[config.mk]
export PLATFORM = sky130hd
export DESIGN_NAME = uart_rx_param
export DESIGN_NICKNAME = d
export VERILOG_FILES = /design/src/rtl/uart_rx_param.sv
export SDC_FILE = /design/constraint.sdc
export NUM_CORES = 1
export LEC_CHECK = 0
export CAP_MARGIN = 20
export CORE_UTILIZATION = 40
export CTS_CLUSTER_DIAMETER = 200
export DETAILED_ROUTE_END_ITERATION = 6
export HOLD_SLACK_MARGIN = 0.02
export PLACE_DENSITY_LB_ADDON = 0.3
export SETUP_SLACK_MARGIN = 0.2
export SYNTH_ARGS = -nofsm -noshare
export SYNTH_HDL_FRONTEND = slang
export SYNTH_SLANG_ARGS = --single-unit
[constraint.sdc]
create_clock -name CLOCK_50 -period 2.05 [get_ports CLOCK_50]
set_input_delay 0.41 -clock CLOCK_50 [delete_from_list [all_inputs] [get_ports CLOCK_50]]
set_output_delay 0.41 -clock CLOCK_50 [all_outputs]
set_load 0.03 [all_outputs]
[src/rtl/uart_rx_param.sv]
`default_nettype none
// ----------------------------------------------------------------------------
// Module  : uart_rx_param
// Brief   : 16x-oversampled UART receiver with 3-sample majority voting,
//           optional parity, break handling and a ready/valid holding stage.
// Revision: 1.0
// ----------------------------------------------------------------------------
module uart_rx_param #(
    parameter int CLK_DIV    = 326,
    parameter int DATA_BITS  = 8,
    parameter int PARITY_EN  = 0,
    parameter int PARITY_ODD = 0
) (
    input  logic                 CLOCK_50,
    input  logic                 reset,
    input  logic                 rx_in,
    output logic [DATA_BITS-1:0] rx_data,
    output logic                 rx_valid,
    input  logic                 rx_ready,
    output logic                 parity_err,
    output logic                 frame_err,
    output logic                 overrun,
    output logic                 busy
);

    localparam logic [2:0] c_IDLE   = 3'd0;
    localparam logic [2:0] c_START  = 3'd1;
    localparam logic [2:0] c_DATA   = 3'd2;
    localparam logic [2:0] c_PARITY = 3'd3;
    localparam logic [2:0] c_STOP   = 3'd4;

    localparam int                  c_TICK_W   = 10;
    localparam logic [c_TICK_W-1:0] c_TICK_MAX = c_TICK_W'(CLK_DIV - 1);
    localparam logic [c_TICK_W-1:0] c_TICK_ONE = c_TICK_W'(1);
    localparam logic [3:0]          c_LAST_BIT = 4'(DATA_BITS - 1);

    logic                 sync1_q;
    logic                 sync2_q;
    logic                 rxs_prev_q;
    logic                 rxs;

    logic [2:0]           state_q, state_d;
    logic [c_TICK_W-1:0]  tick_cnt_q, tick_cnt_d;
    logic [3:0]           samp_q, samp_d;
    logic [3:0]           bit_q, bit_d;
    logic                 m7_q, m7_d;
    logic                 m8_q, m8_d;
    logic [DATA_BITS-1:0] shreg_q, shreg_d;
    logic                 perr_pend_q, perr_pend_d;

    logic [DATA_BITS-1:0] rx_data_q, rx_data_d;
    logic                 rx_valid_q, rx_valid_d;
    logic                 parity_err_q, parity_err_d;
    logic                 frame_err_q, frame_err_d;
    logic                 overrun_q, overrun_d;

    logic                 tick;
    logic                 fall;
    logic                 at_s7;
    logic                 at_s8;
    logic                 at_s9;
    logic                 at_wrap;
    logic                 maj;
    logic                 par_exp;
    logic                 stop_done;

    // Synchronizer plus one more stage for falling-edge detection on rxs.
    always_ff @(posedge CLOCK_50 or negedge reset) begin
        if (!reset) begin
            sync1_q    <= 1'b1;
            sync2_q    <= 1'b1;
            rxs_prev_q <= 1'b1;
        end else begin
            sync1_q    <= rx_in;
            sync2_q    <= sync1_q;
            rxs_prev_q <= sync2_q;
        end
    end

    assign rxs = sync2_q;

    always_ff @(posedge CLOCK_50 or negedge reset) begin
        if (!reset) begin
            state_q <= c_IDLE;
        end else begin
            state_q <= state_d;
        end
    end

    always_comb begin
        state_d = state_q;
        case (state_q)
            c_IDLE: begin
                if (fall) begin
                    state_d = c_START;
                end
            end
            c_START: begin
                if (at_s9 && maj) begin
                    state_d = c_IDLE;
                end else if (at_wrap) begin
                    state_d = c_DATA;
                end
            end
            c_DATA: begin
                if (at_wrap && (bit_q == c_LAST_BIT)) begin
                    state_d = (PARITY_EN != 0) ? c_PARITY : c_STOP;
                end
            end
            c_PARITY: begin
                if (at_wrap) begin
                    state_d = c_STOP;
                end
            end
            c_STOP: begin
                // Leave at the stop sample so a following start edge is not missed.
                if (at_s9) begin
                    state_d = c_IDLE;
                end
            end
            default: state_d = c_IDLE;
        endcase
    end

    always_comb begin
        busy    = (state_q != c_IDLE);
        tick    = (tick_cnt_q == c_TICK_MAX);
        fall    = (state_q == c_IDLE) && rxs_prev_q && !rxs;
        at_s7   = tick && (samp_q == 4'd7);
        at_s8   = tick && (samp_q == 4'd8);
        at_s9   = tick && (samp_q == 4'd9);
        at_wrap = tick && (samp_q == 4'd15);
        maj     = (m7_q & m8_q) | (m7_q & rxs) | (m8_q & rxs);
    end

    generate
        if (PARITY_EN != 0) begin : g_parity
            assign par_exp = (^shreg_q) ^ (PARITY_ODD != 0);
        end else begin : g_no_parity
            assign par_exp = 1'b0;
        end
    endgenerate

    always_comb begin
        tick_cnt_d = tick ? '0 : (tick_cnt_q + c_TICK_ONE);
        samp_d     = samp_q;
        if (fall) begin
            tick_cnt_d = '0;
            samp_d     = '0;
        end else if (busy && tick) begin
            samp_d = samp_q + 4'd1;
        end

        m7_d = at_s7 ? rxs : m7_q;
        m8_d = at_s8 ? rxs : m8_q;

        bit_d       = bit_q;
        shreg_d     = shreg_q;
        perr_pend_d = perr_pend_q;
        if (state_q == c_START) begin
            bit_d       = '0;
            perr_pend_d = 1'b0;
        end
        if ((state_q == c_DATA) && at_wrap) begin
            bit_d = bit_q + 4'd1;
        end
        if ((state_q == c_DATA) && at_s9) begin
            shreg_d = {maj, shreg_q[DATA_BITS-1:1]};
        end
        if ((state_q == c_PARITY) && at_s9) begin
            perr_pend_d = (maj != par_exp);
        end
    end

    always_comb begin
        stop_done    = (state_q == c_STOP) && at_s9;
        rx_data_d    = rx_data_q;
        rx_valid_d   = rx_valid_q;
        parity_err_d = parity_err_q;
        frame_err_d  = frame_err_q;
        overrun_d    = 1'b0;
        if (rx_valid_q && rx_ready) begin
            rx_valid_d = 1'b0;
        end
        if (stop_done) begin
            if (!rx_valid_q || rx_ready) begin
                rx_data_d    = shreg_q;
                rx_valid_d   = 1'b1;
                parity_err_d = perr_pend_q && (PARITY_EN != 0);
                frame_err_d  = !maj;
            end else begin
                overrun_d = 1'b1;
            end
        end
    end

    always_ff @(posedge CLOCK_50 or negedge reset) begin
        if (!reset) begin
            tick_cnt_q   <= '0;
            samp_q       <= '0;
            bit_q        <= '0;
            m7_q         <= 1'b0;
            m8_q         <= 1'b0;
            shreg_q      <= '0;
            perr_pend_q  <= 1'b0;
            rx_data_q    <= '0;
            rx_valid_q   <= 1'b0;
            parity_err_q <= 1'b0;
            frame_err_q  <= 1'b0;
            overrun_q    <= 1'b0;
        end else begin
            tick_cnt_q   <= tick_cnt_d;
            samp_q       <= samp_d;
            bit_q        <= bit_d;
            m7_q         <= m7_d;
            m8_q         <= m8_d;
            shreg_q      <= shreg_d;
            perr_pend_q  <= perr_pend_d;
            rx_data_q    <= rx_data_d;
            rx_valid_q   <= rx_valid_d;
            parity_err_q <= parity_err_d;
            frame_err_q  <= frame_err_d;
            overrun_q    <= overrun_d;
        end
    end

    assign rx_data    = rx_data_q;
    assign rx_valid   = rx_valid_q;
    assign parity_err = parity_err_q;
    assign frame_err  = frame_err_q;
    assign overrun    = overrun_q;

endmodule

`default_nettype wire

# --- After elaboration in Yosys (flattened, before gate mapping) ---
# Cells that the tools add are included.
totals:
  input_bits: 4
  reg_bits: 45
op_classes:
  mux: 18
  reduce_logical: 23
  add_sub_neg: 3
  bitwise_logic: 5
  eq_ne: 15
ops:
  columns: ["cell", "n"]
  rows:
  - ["10-bit two-way mux", 2]
  - ["3-bit two-way mux", 6]
  - ["4-bit two-way mux", 4]
  - ["3-bit case mux with 5 select lines", 1]
  - ["1-bit logical AND", 13]
  - ["4-bit == test (second input constant)", 3]
  - ["10-bit by 1-bit adder with 10-bit output (second input constant)", 1]
  - ["10-bit by 9-bit == test with 1-bit output (second input constant)", 1]
  - ["4-bit by 1-bit adder with 4-bit output (second input constant)", 2]
  - ["4-bit by 3-bit == test with 1-bit output (second input constant)", 2]
  - ["2-bit != test (second input constant)", 4]
  - ["3-bit by 2-bit == test with 1-bit output (second input constant)", 2]
  - ["1-bit two-way mux", 5]
  - ["5-bit AND reduction", 1]
  - ["2-bit nonzero test", 2]
  - ["1-bit AND", 3]
  - ["3-bit by 1-bit == test with 1-bit output (second input constant)", 1]
  - ["3-bit == test (second input constant)", 1]
  - ["1-bit logical NOT", 3]
  - ["3-bit logical NOT", 1]
  - ["3-bit != test (second input constant)", 1]
  - ["3-bit nonzero test", 1]
  - ["1-bit OR", 2]
  - ["2-bit AND reduction", 1]
  - ["1-bit logical OR", 1]

# --- Longest topological paths before layout ---
# Gate-level depths: netlist of run 1.
depth:
  word_depth: 6
  depth_mapped: 7
  ltp_nobuf: 6

# --- Least setup slack after synthesis of run 1 ---
# No wires, ideal clock.
synth_path:
  path_kind: "reg-to-reg"
  from: "register tick_cnt_q[1]"
  to: "register frame_err_q (netlist: frame_err)"
  stages_incl_launch_ff: 7
  setup_ns: 0.125
  path_buffers: 0
  t_arrival_ns: 1.783
  setup_slack_ns: 0.143
  cell_sequence: "dfrtp_1 > inv_1 > ha_1 > and3b_1 > nand3_4 > nor4b_4 > mux2_2"
synth_via:
  elab_chain_len: 4
synth_lines:
  columns: ["item", "line", "rtl"]
  rows:
  - ["start: declaration", "43", "logic [c_TICK_W-1:0] tick_cnt_q, tick_cnt_d;"]
  - ["start signal: assignment", "212", "tick_cnt_q <= tick_cnt_d;"]
  - ["10-bit by 9-bit == test with 1-bit output", "127", "tick = (tick_cnt_q == c_TICK_MAX);"]
  - ["1-bit logical AND", "131", "at_s9 = tick && (samp_q == 4'd9);"]
  - ["1-bit logical AND", "176", "stop_done = (state_q == c_STOP) && at_s9;"]
  - ["2-bit AND reduction (no source line)", null, null]
  - ["end signal: assignment", "222", "frame_err_q <= frame_err_d;"]
  - ["end: declaration", "54", "logic frame_err_q, frame_err_d;"]
# Every way passes these cells.
# A chain may end at the register's enable or synchronous reset.

# --- Worst setup path in the final report of run 1 ---
layout_path:
  from: "register samp_q[1]"
  to: "register rx_data_q[4] (netlist: rx_data[4])"
layout_via:
  elab_chain_len: 4
layout_lines:
  columns: ["item", "line", "rtl"]
  rows:
  - ["start: declaration", "44", "logic [3:0] samp_q, samp_d;"]
  - ["start signal: assignment", "213", "samp_q <= samp_d;"]
  - ["4-bit == test", "131", null]
  - ["1-bit logical AND", "131", null]
  - ["1-bit logical AND", "176", null]
  - ["2-bit AND reduction (no source line)", null, null]
  - ["end signal: assignment", "219", "rx_data_q <= rx_data_d;"]
  - ["end: declaration", "51", "logic [DATA_BITS-1:0] rx_data_q, rx_data_d;"]
# Every way passes these cells.

==> metrics, run 1 <==
max incr delay on CP between 400 and 500 ps; GR Overflow Total 0; total routed wirelength between 4000 and 5000 um; drt wl/cell 14.53 um; Synth Flop Type dfrtp_1; total negative slack 0 ps; Final min period about 1900 ps; Root Driver clkbuf_8; vias ~1500; VDD IR max approximately 0.47 mV; Slew @ Worst Pin between 700 and 800 ps; I/O Pins 17; dpl cell area 2366 um2; CTS tree built; Rows 25; Die Y 74.36 um; Syn Area/Cell around 12 um2; Final ANT Viol Nets 0; final instance area around 2600 um2; combinational family with the most area after synthesis simple AND/OR/NAND/NOR gates; share of the synthesized area in the top cell type 0.5018; Final period util 0.9026; Synth Area in XOR/XNOR 0.03345; crit-path leading delay family simple AND/OR/NAND/NOR gates; first-pass GRT wire length roughly 6500 um; Crit Path Category register to register; Crit-path slowest cell dfrtp_1; HP Class primary input to async pin; Synth-to-Final Area Change 23.00%; largest net degree at the start of global routing 33; CP bufs+invs 2; Distinct cells, synth 39; EDFF count, synth 0; post-synthesis net count about 190; buffers added on ports 15; worst-path maximum fanout 4; Die Span X 74.36 um; post-synthesis cell area approximately 2100 um2; total power about 1.9 mW; f_max 540.4 MHz; die area 5529 um2; share of layout cells above drive strength 1 0.2731; cts bufs inserted 5; Critical Path AT just over 2000 ps; status completed; # diodes 0; Max Slew Vio Count 0; Synth async-reset ratio 1.000; Worst Skew around 11 ps; grt met1 use 0.2145; post-synthesis compound-gate area fraction 0.06272; Setup violations, final 0; Vias/cell 5.219; register area share after synthesis 0.5394; fin util 0.5279; Worst Setup End Kind register; Placer Congestion ~0.78; Rel. slew slack 0.5197; Longest Clk Path Bufs 2; YS warnings 0; synth cell count leaders 42 x dfrtp_1, 18 x mux2_2, 18 x nor2_1, 14 x nand2_1, 11 x nand3_1; Post-Synth Adder-Cell Area 0.03584; crit start category register; unrepaired setup endpoints after global routing yes; busiest layer in global routing met2; Initial Util 0.4292; top-count cell post-synth dfrtp_1; clock sinks 45; mux cell area share after synthesis 0.1111; Hold Worst Slack ~150 ps; Mapped Cells ~180; top cells by area, synth dfrtp_1 50%, mux2_2 9.7%, dfstp_2 3.8%, ha_1 3.6%, nor2_1 3.2%; initial antenna violation count 0; Synth Register Bits 45; endpoints failing hold 0; global-route track usage on met3 0.05420; initial detailed-routing violation count 65; drt pass-1 iters 5; DP Wirelength roughly 2600 um; nets 225; Data required, critical path roughly 2300 ps; Leakage between 1 and 1.5 nW; Synth Area in Simple Gates 0.1870; number of max-cap violations 0; CP Cell Sequence inv_2, ha_4, nand3b_1, nor4b_4, buf_4, mux2_4; PwrDens 742.3 nW/um2; vias in the first global route about 1400; Total Routing Usage GR 0.1591; core area between 4000 and 5000 um2; H-Tree Depth 2; met2 Use GR 0.2412; Skew-Pair Late Insertion Delay 310 ps; DRC 0; area leader, netlist dfrtp_1; Clock Pin Slew Worst Setup and Hold Paths approximately 100 ps
[through the flow]
step           setup WS, ps  cells
2_1_floorplan         163.3    181
3_3_place_gp          176.2    267
3_5_place_dp          158.6    267
4_1_cts               202.7    281
5_1_grt               110.4    283
6_report              199.7    283
[flip-flops by register name (all words and copies together) (netlist names), 3 cells and up]
signal / cells
shreg_q: 8
tick_cnt_q: 10
bit_q: 4
rx_data: 8
samp_q: 4
state_q: 3
[report_power, final]
| part | internal [mW] | switching (mW) | total, mW | leakage (nW) |
|---|---|---|---|---|
| Clock | 0.246 | 0.334 | 0.581 | 0.0447 |
| Sequential | 0.957 | 0.0713 | 1.03 | 0.603 |
| Combinational | 0.132 | 0.171 | 0.303 | 0.485 |
[worst reg2reg max path: cells and delay by family (launching register included)]
kind	cells	cell delay [ps]
simple gates	2	570
fa+ha+maj	1	120
flops	1	430
buf+inv	2	320
mux	1	310
[cell type report]
type	count	area, um2
clock buffers	5	68.82
multi-input cells	123	962.2
inverters	8	30.03
fillers	442	2303
flip-flops and latches	45	1131
well taps	67	83.83
repair buffers	32	275.3
clock inverters	3	25.02
[what timing repair did]
action | 4_1_cts | 5_1_grt
setup buffers | 5 | 2
resized for setup | 4 | 16
setup endpoints to repair | 11 | 19
gates cloned | 1 | 0
endpoints found under the hold margin | 0 | 0
pin swaps | 0 | 1
hold buffers | 0 | 0
[metal layers]
metal / part of all wire / up-vias
met5: 0 / -
met4: 0.0097 / 0
met3: 0.034 / 4
met2: 0.46 / 30
met1: 0.49 / 738
li1: - / 705
[placed cells by master, fill, tap and decap left out, types with 4 or more instances in the layout]
master and n:
buf_4 16, nand3_1 11, nand3b_1 5, xnor2_1 6, o211ai_1 4, clkdlybuf4s50_1 13, nand2_1 14, ha_1 5
mux2_4 9, inv_1 7, dfrtp_1 41, mux2_2 9, nor2_1 18, clkbuf_8 5
[cells by family after synthesis]
kind of cell,Yosys count
buffers and inverters,13
AND/OR/NAND/NOR,70
other,1
adder cells (fa/ha/maj),6
XOR/XNOR,8
multiplexers,21
AO/OA/AOI/OAI,17
flip-flops,45
[worst paths after layout]
path	slack [ps]	cells after the start	to	from
max	200	6	rx_data[4]	samp_q[1]
min	150	1	shreg_q[4]	reset
max reg2reg	200	6	rx_data[4]	samp_q[1]
min reg2reg	360	0	rxs	sync1_q
max in group asynchronous	1300	2	samp_q[0]	reset
min in group CLOCK_50	360	0	rxs	sync1_q
No activity file was read; power rests on OpenSTA's default activity.
==> inputs of run 2 (changes only) <==
CORE_UTILIZATION = 35   (was 40)
==> run 2 against run 1 <==
- clock skew decreased by 5.2 ps
- maximum frequency rose by 0.40%
- clock-buffer cell count unchanged
- register-to-register slack about the same
- clock power grew 36%
- die area is 14% higher
- sequential cell count unchanged
- wire length decreased by 10%
- via count down 5.2%
- first-iteration DRC count is 3.1% lower
- critical endpoint is now rx_data[0]
- worst setup slack gained 7.3 ps
==> metrics, run 2 (synthesized netlist as in run 1, its figures left out) <==
die area 6298 um2 (+14%); total routed wirelength 3691 um (-10%); cts bufs inserted 5 (unchanged); Setup violations, final 0 (unchanged); HP Class primary input to async pin; Clock Pin Slew Worst Setup and Hold Paths 80 ps (-20 ps); f_max 542.6 MHz (+0.40%); total negative slack 0 ps (unchanged); Placer Congestion 0.7541 (-3.5%); Max Slew Vio Count 0 (unchanged); drt pass-1 iters 4 (-1); Reg2Reg Depth 7 (+1); initial detailed-routing violation count 63 (-3.1%); Vias/cell 4.947 (-5.2%); endpoints failing hold 0 (unchanged); VDD IR max 0.5664 mV (+20%); Root Driver clkbuf_8; fin cells 283 (unchanged); register with the most flip-flops tick_cnt_q; CTS tree built; vias 1400 (-5.2%); unrepaired setup endpoints after global routing yes; Die Y 79.36 um (+6.7%); Synth-to-Final Area Change 23.06% (about the same); commonest non-fill, non-tap cell in the layout dfrtp_1; clock sinks 45 (unchanged); Rel. slew slack 0.6262 (+0.1066); Critical Path AT 2030 ps (-20 ps); Cells after DPL 271 (+1.5%); Total Routing Usage GR 0.1359 (-0.02325); largest net degree at the start of global routing 46 (+39%); Crit Path Category register to register; fillers 528 (+19%); vias in the first global route 1379 (-2.7%); share of layout cells above drive strength 1 0.2607 (-0.01248); DP Wirelength 2537 um (-3.4%); Skew-Pair Late Insertion Delay 290 ps (-20 ps); reg2reg end rx_data[0]; most frequent cells in the layout 41 x dfrtp_1, 18 x nor2_1, 18 x mux2_2; CTS Hold Bufs 0 (unchanged); Slew @ Worst Pin 560.6 ps (-159.9 ps); drt wl/cell 13.04 um (-10%); Worst Setup End Kind register; buffers added on ports 15 (unchanged); worst-path maximum fanout 9 (+5); max FFs per register 10 (unchanged); PwrDens 822.9 nW/um2 (+11%); DRC 0 (unchanged); R2R Path Start tick_cnt_q[1]; number of max-cap violations 0 (unchanged); Final period util 0.8990 (-0.003566); status completed; H-Tree Depth 2 (unchanged); GR Overflow Total 0 (unchanged); I/O Pins 17 (unchanged); Longest Clk Path Bufs 2 (unchanged); R2R Setup Slk 210 ps (about the same); crit start category register; Hold Worst Slack 183.8 ps (+31.82 ps); Worst Skew 6.053 ps (-5.246 ps); first-pass GRT wire length 6520 um (-0.43%); Data required, critical path 2230 ps (-20 ps); nets 220 (-2.2%); Final min period 1843 ps (-7.310 ps); core area 5642 um2 (+16%); Die Span X 79.36 um (+6.7%); final instance area 2577 um2 (about the same); # diodes 0 (unchanged); Final ANT Viol Nets 0 (unchanged); Initial Util 0.3713 (-0.05797); initial antenna violation count 0 (unchanged); Leakage 1.123 nW (-0.85%); Rows 27 (+8.0%); dpl cell area 2365 um2 (about the same)
-- run 2: cell count changes in the layout (fill, tap and decap cells not counted), sizes merged --
| cell | previous run | this run |
|---|---|---|
| buf | 18 | 13 |
| clkinvlp | 1 | 0 |
| clkinv | 1 | 0 |
| bufinv | 0 | 2 |
-- run 2: critical path, cell delays in order, from the launching register on --
cell     delay, ps
dfrtp_1        410
inv_1           70
ha_2           170
and3b_2        220
nand3_4        110
nor4b_4        240
buf_6          180
mux2_2         340
-- run 2: cell type report --
class	count	area, um2	area share
Clock buffer	5	68.82	0.02670
Clock inverter	3	68.82	0.02670
Inverter	8	30.03	0.01165
Multi-Input combinational cell	123	949.7	0.3684
Sequential cell	45	1131	0.4388
Tap cell	72	90.09	0.03495
Timing Repair Buffer	27	239.0	0.09272
-- run 2: worst max-delay path by stage --
stage | start | endpoint | slack, ps | cells after the start
global route | tick_cnt_q[1] | rx_data[5] | 110 | 7
finish | tick_cnt_q[1] | rx_data[0] | 210 | 7
detailed placement | rx_ready | rx_data[0] | 120 | 5
floorplan | state_q[0] | frame_err | 160 | 4
global placement | rx_ready | rx_data[0] | 150 | 5
CTS | tick_cnt_q[1] | rx_data[0] | 190 | 7
-- run 2: what timing repair did --
| action | CTS | global route |
|---|---|---|
| buffers inserted | 0 | 3 |
| endpoints found under the hold margin | 0 | 0 |
| pin swaps | 0 | 3 |
| gates cloned | 0 | 1 |
| endpoints found under the setup margin | 11 | 22 |
| gates resized for setup | 5 | 10 |
-- run 2: through the flow --
step | util | worst slack [ps] | power, mW
global placement | 0.4192 | 151.4 | 1.313
finish | 0.4569 | 207.0 | 2.121
detailed placement | 0.4192 | 117.7 | 1.315
global route | 0.4569 | 111.3 | 2.243
floorplan | - | 163.3 | 1.236
CTS | 0.4449 | 189.5 | 2.116
-- run 2: metal layers --
layer	vias to the layer above	track usage	wire [um]
li1	696	-	-
met1	675	0.1767	1756
met2	22	0.2155	1763
met3	7	0.03103	103
met4	0	0.06000	68
met5	-	0	0
-- run 2: power breakdown --
group / leakage (nW) / internal [mW] / switching [mW] / total [mW]
sequential: 0.603 / 0.957 / 0.0863 / 1.04
combinational: 0.451 / 0.134 / 0.155 / 0.290
clock: 0.0687 / 0.490 / 0.297 / 0.788
==> inputs of run 3 (changes only) <==
CORE_ASPECT_RATIO = 1.4   (was not set)
==> run 3 against run 2 <==
- clock power fell by 31%
- power fell by 11%
- clock skew rose by 6.5 ps
- die area barely moved
- sequential power barely moved
- via count rose by 4.8%
- sequential share of layout area fell by 0.31 points
- combinational power rose by 5%
==> metrics, run 3 (synthesized netlist as in run 1, its figures left out) <==
R2R Path Start samp_q[1]; clock sinks 45 (unchanged); Max Slew Vio Count 0 (unchanged); Worst Setup End Kind register; Rel. slew slack 0.6246 (-0.001641); Leakage 1.133 nW (+0.94%); buffers added on ports 15 (unchanged); Setup violations, final 0 (unchanged); cts bufs inserted 5 (unchanged); dpl cell area 2377 um2 (+0.53%); Rows 33 (+22%); Initial Util 0.3598 (-0.01149); Final ANT Viol Nets 0 (unchanged); GR Overflow Total 0 (unchanged); CTS tree built; commonest non-fill, non-tap cell in the layout dfrtp_1; Crit Path Category register to register; VDD IR max 0.3040 mV (-46%); crit start category register; I/O Pins 17 (unchanged); total negative slack 0 ps (unchanged); Clock Pin Slew Worst Setup and Hold Paths 90 ps (about the same); status completed; DRC 0 (unchanged); total routed wirelength 3885 um (+5.3%); Critical Path AT 2040 ps (about the same); register with the most flip-flops tick_cnt_q; DP Wirelength 2561 um (+0.94%); first-pass GRT wire length 6575 um (+0.84%); number of max-cap violations 0 (unchanged); worst-path maximum fanout 8 (-1); initial detailed-routing violation count 118 (+87%); Worst Skew 12.57 ps (+6.516 ps); vias 1467 (+4.8%); share of layout cells above drive strength 1 0.2968 (+0.03614); Final min period 1854 ps (+10.53 ps); drt pass-1 iters 4 (unchanged); largest net degree at the start of global routing 46 (unchanged); # diodes 0 (unchanged); nets 228 (+3.6%); Skew-Pair Late Insertion Delay 300 ps (about the same); most frequent cells in the layout 40 x dfrtp_1, 18 x nor2_1, 18 x buf_4; Total Routing Usage GR 0.1346 (-0.001264); Final period util 0.9042 (+0.005139); die area 6302 um2 (about the same); Placer Congestion 0.7229 (-4.1%); flip-flop and latch area 1132 um2 (+0.11%); core area 5822 um2 (+3.2%); unrepaired setup endpoints after global routing yes; max FFs per register 10 (unchanged); Longest Clk Path Bufs 2 (unchanged); drt wl/cell 13.44 um (+3.1%); endpoints failing hold 0 (unchanged); Die Span X 67.38 um (-15%); Synth-to-Final Area Change 24.07%; Slew @ Worst Pin 563.1 ps (+2.462 ps); f_max 539.5 MHz (-0.57%); H-Tree Depth 2 (unchanged); Multi-input gate area 959.7 um2 (+1.1%); Root Driver clkbuf_8; vias in the first global route 1426 (+3.4%); fillers 561 (+6.3%); PwrDens 724.8 nW/um2 (-12%); final instance area 2599 um2 (+0.83%); Die Y 93.53 um (+18%); Critical Path Source samp_q[1]; R2R Setup Slk 200 ps (about the same); initial antenna violation count 0 (unchanged); Vias/cell 5.076 (+2.6%); HP Class primary input to async pin; Data required, critical path 2230 ps (about the same)
[run 3: cell types whose count changed in the layout (fill, tap and decap cells not counted), sizes merged]
cell	change
clkinvlp	+2
clkbuf	+1
buf	+8
inv	-1
bufinv	-2
[run 3: where the power goes]
group	internal (mW)	total (mW)	switching [mW]	leakage (nW)
Combinational	0.136	0.304	0.168	0.495
Sequential	0.957	1.03	0.0770	0.601
Clock	0.240	0.545	0.305	0.0374
[run 3: metal layers]
metal | wire length [um] | up-vias | track usage | share of wire
met5 | 0 | - | 0 | 0
met4 | 53 | 0 | 0.04787 | 0.014
met3 | 65 | 6 | 0.02195 | 0.017
met2 | 1984 | 18 | 0.2225 | 0.51
met1 | 1781 | 726 | 0.1731 | 0.46
li1 | - | 717 | - | -
[run 3: final timing paths]
| path | end | depth (start not counted) |
|---|---|---|
| max | shreg_q[2] | 8 |
| min | frame_err | 2 |
| max reg2reg | shreg_q[2] | 8 |
| min reg2reg | rxs | 0 |
| max in group asynchronous | samp_q[0] | 2 |
| min in group CLOCK_50 | rxs | 0 |
[run 3: area by class of cell]
cell class / instances / area share
Sequential cell: 45 / 0.4357
Multi-Input combinational cell: 123 / 0.3693
Timing Repair Buffer: 35 / 0.1160
Tap cell: 70 / 0.03370
Clock buffer: 6 / 0.02792
Inverter: 8 / 0.01156
Clock inverter: 2 / 0.005778
[run 3: through the flow]
stage               setup slack [ps]  hold slack [ps]    util  total power, mW  instances
floorplan                      163.3            114.4       -            1.236        181
global placement               179.8            345.8  0.4083            1.336        271
detailed placement             162.7            347.0  0.4083            1.338        271
CTS                            201.7            206.0  0.4266            1.890        281
global route                   131.5            236.4  0.4464            1.994        289
finish                         196.5            179.7  0.4464            1.884        289
[run 3: critical path, stage by stage (launching register included)]
cell      delay (ps)
dfrtp_2          450
inv_2             70
ha_1             130
nand3b_1         200
buf_4            220
nor3_2            90
nand4_1          140
buf_6            180
mux2_2           260
[run 3: repair_timing]
item | 4_1_cts | 5_1_grt
buffers inserted | 2 | 7
cloned | 0 | 1
gates resized for setup | 3 | 20
hold buffers | 0 | 0
setup endpoints to repair | 11 | 20
pin swaps | 1 | 4
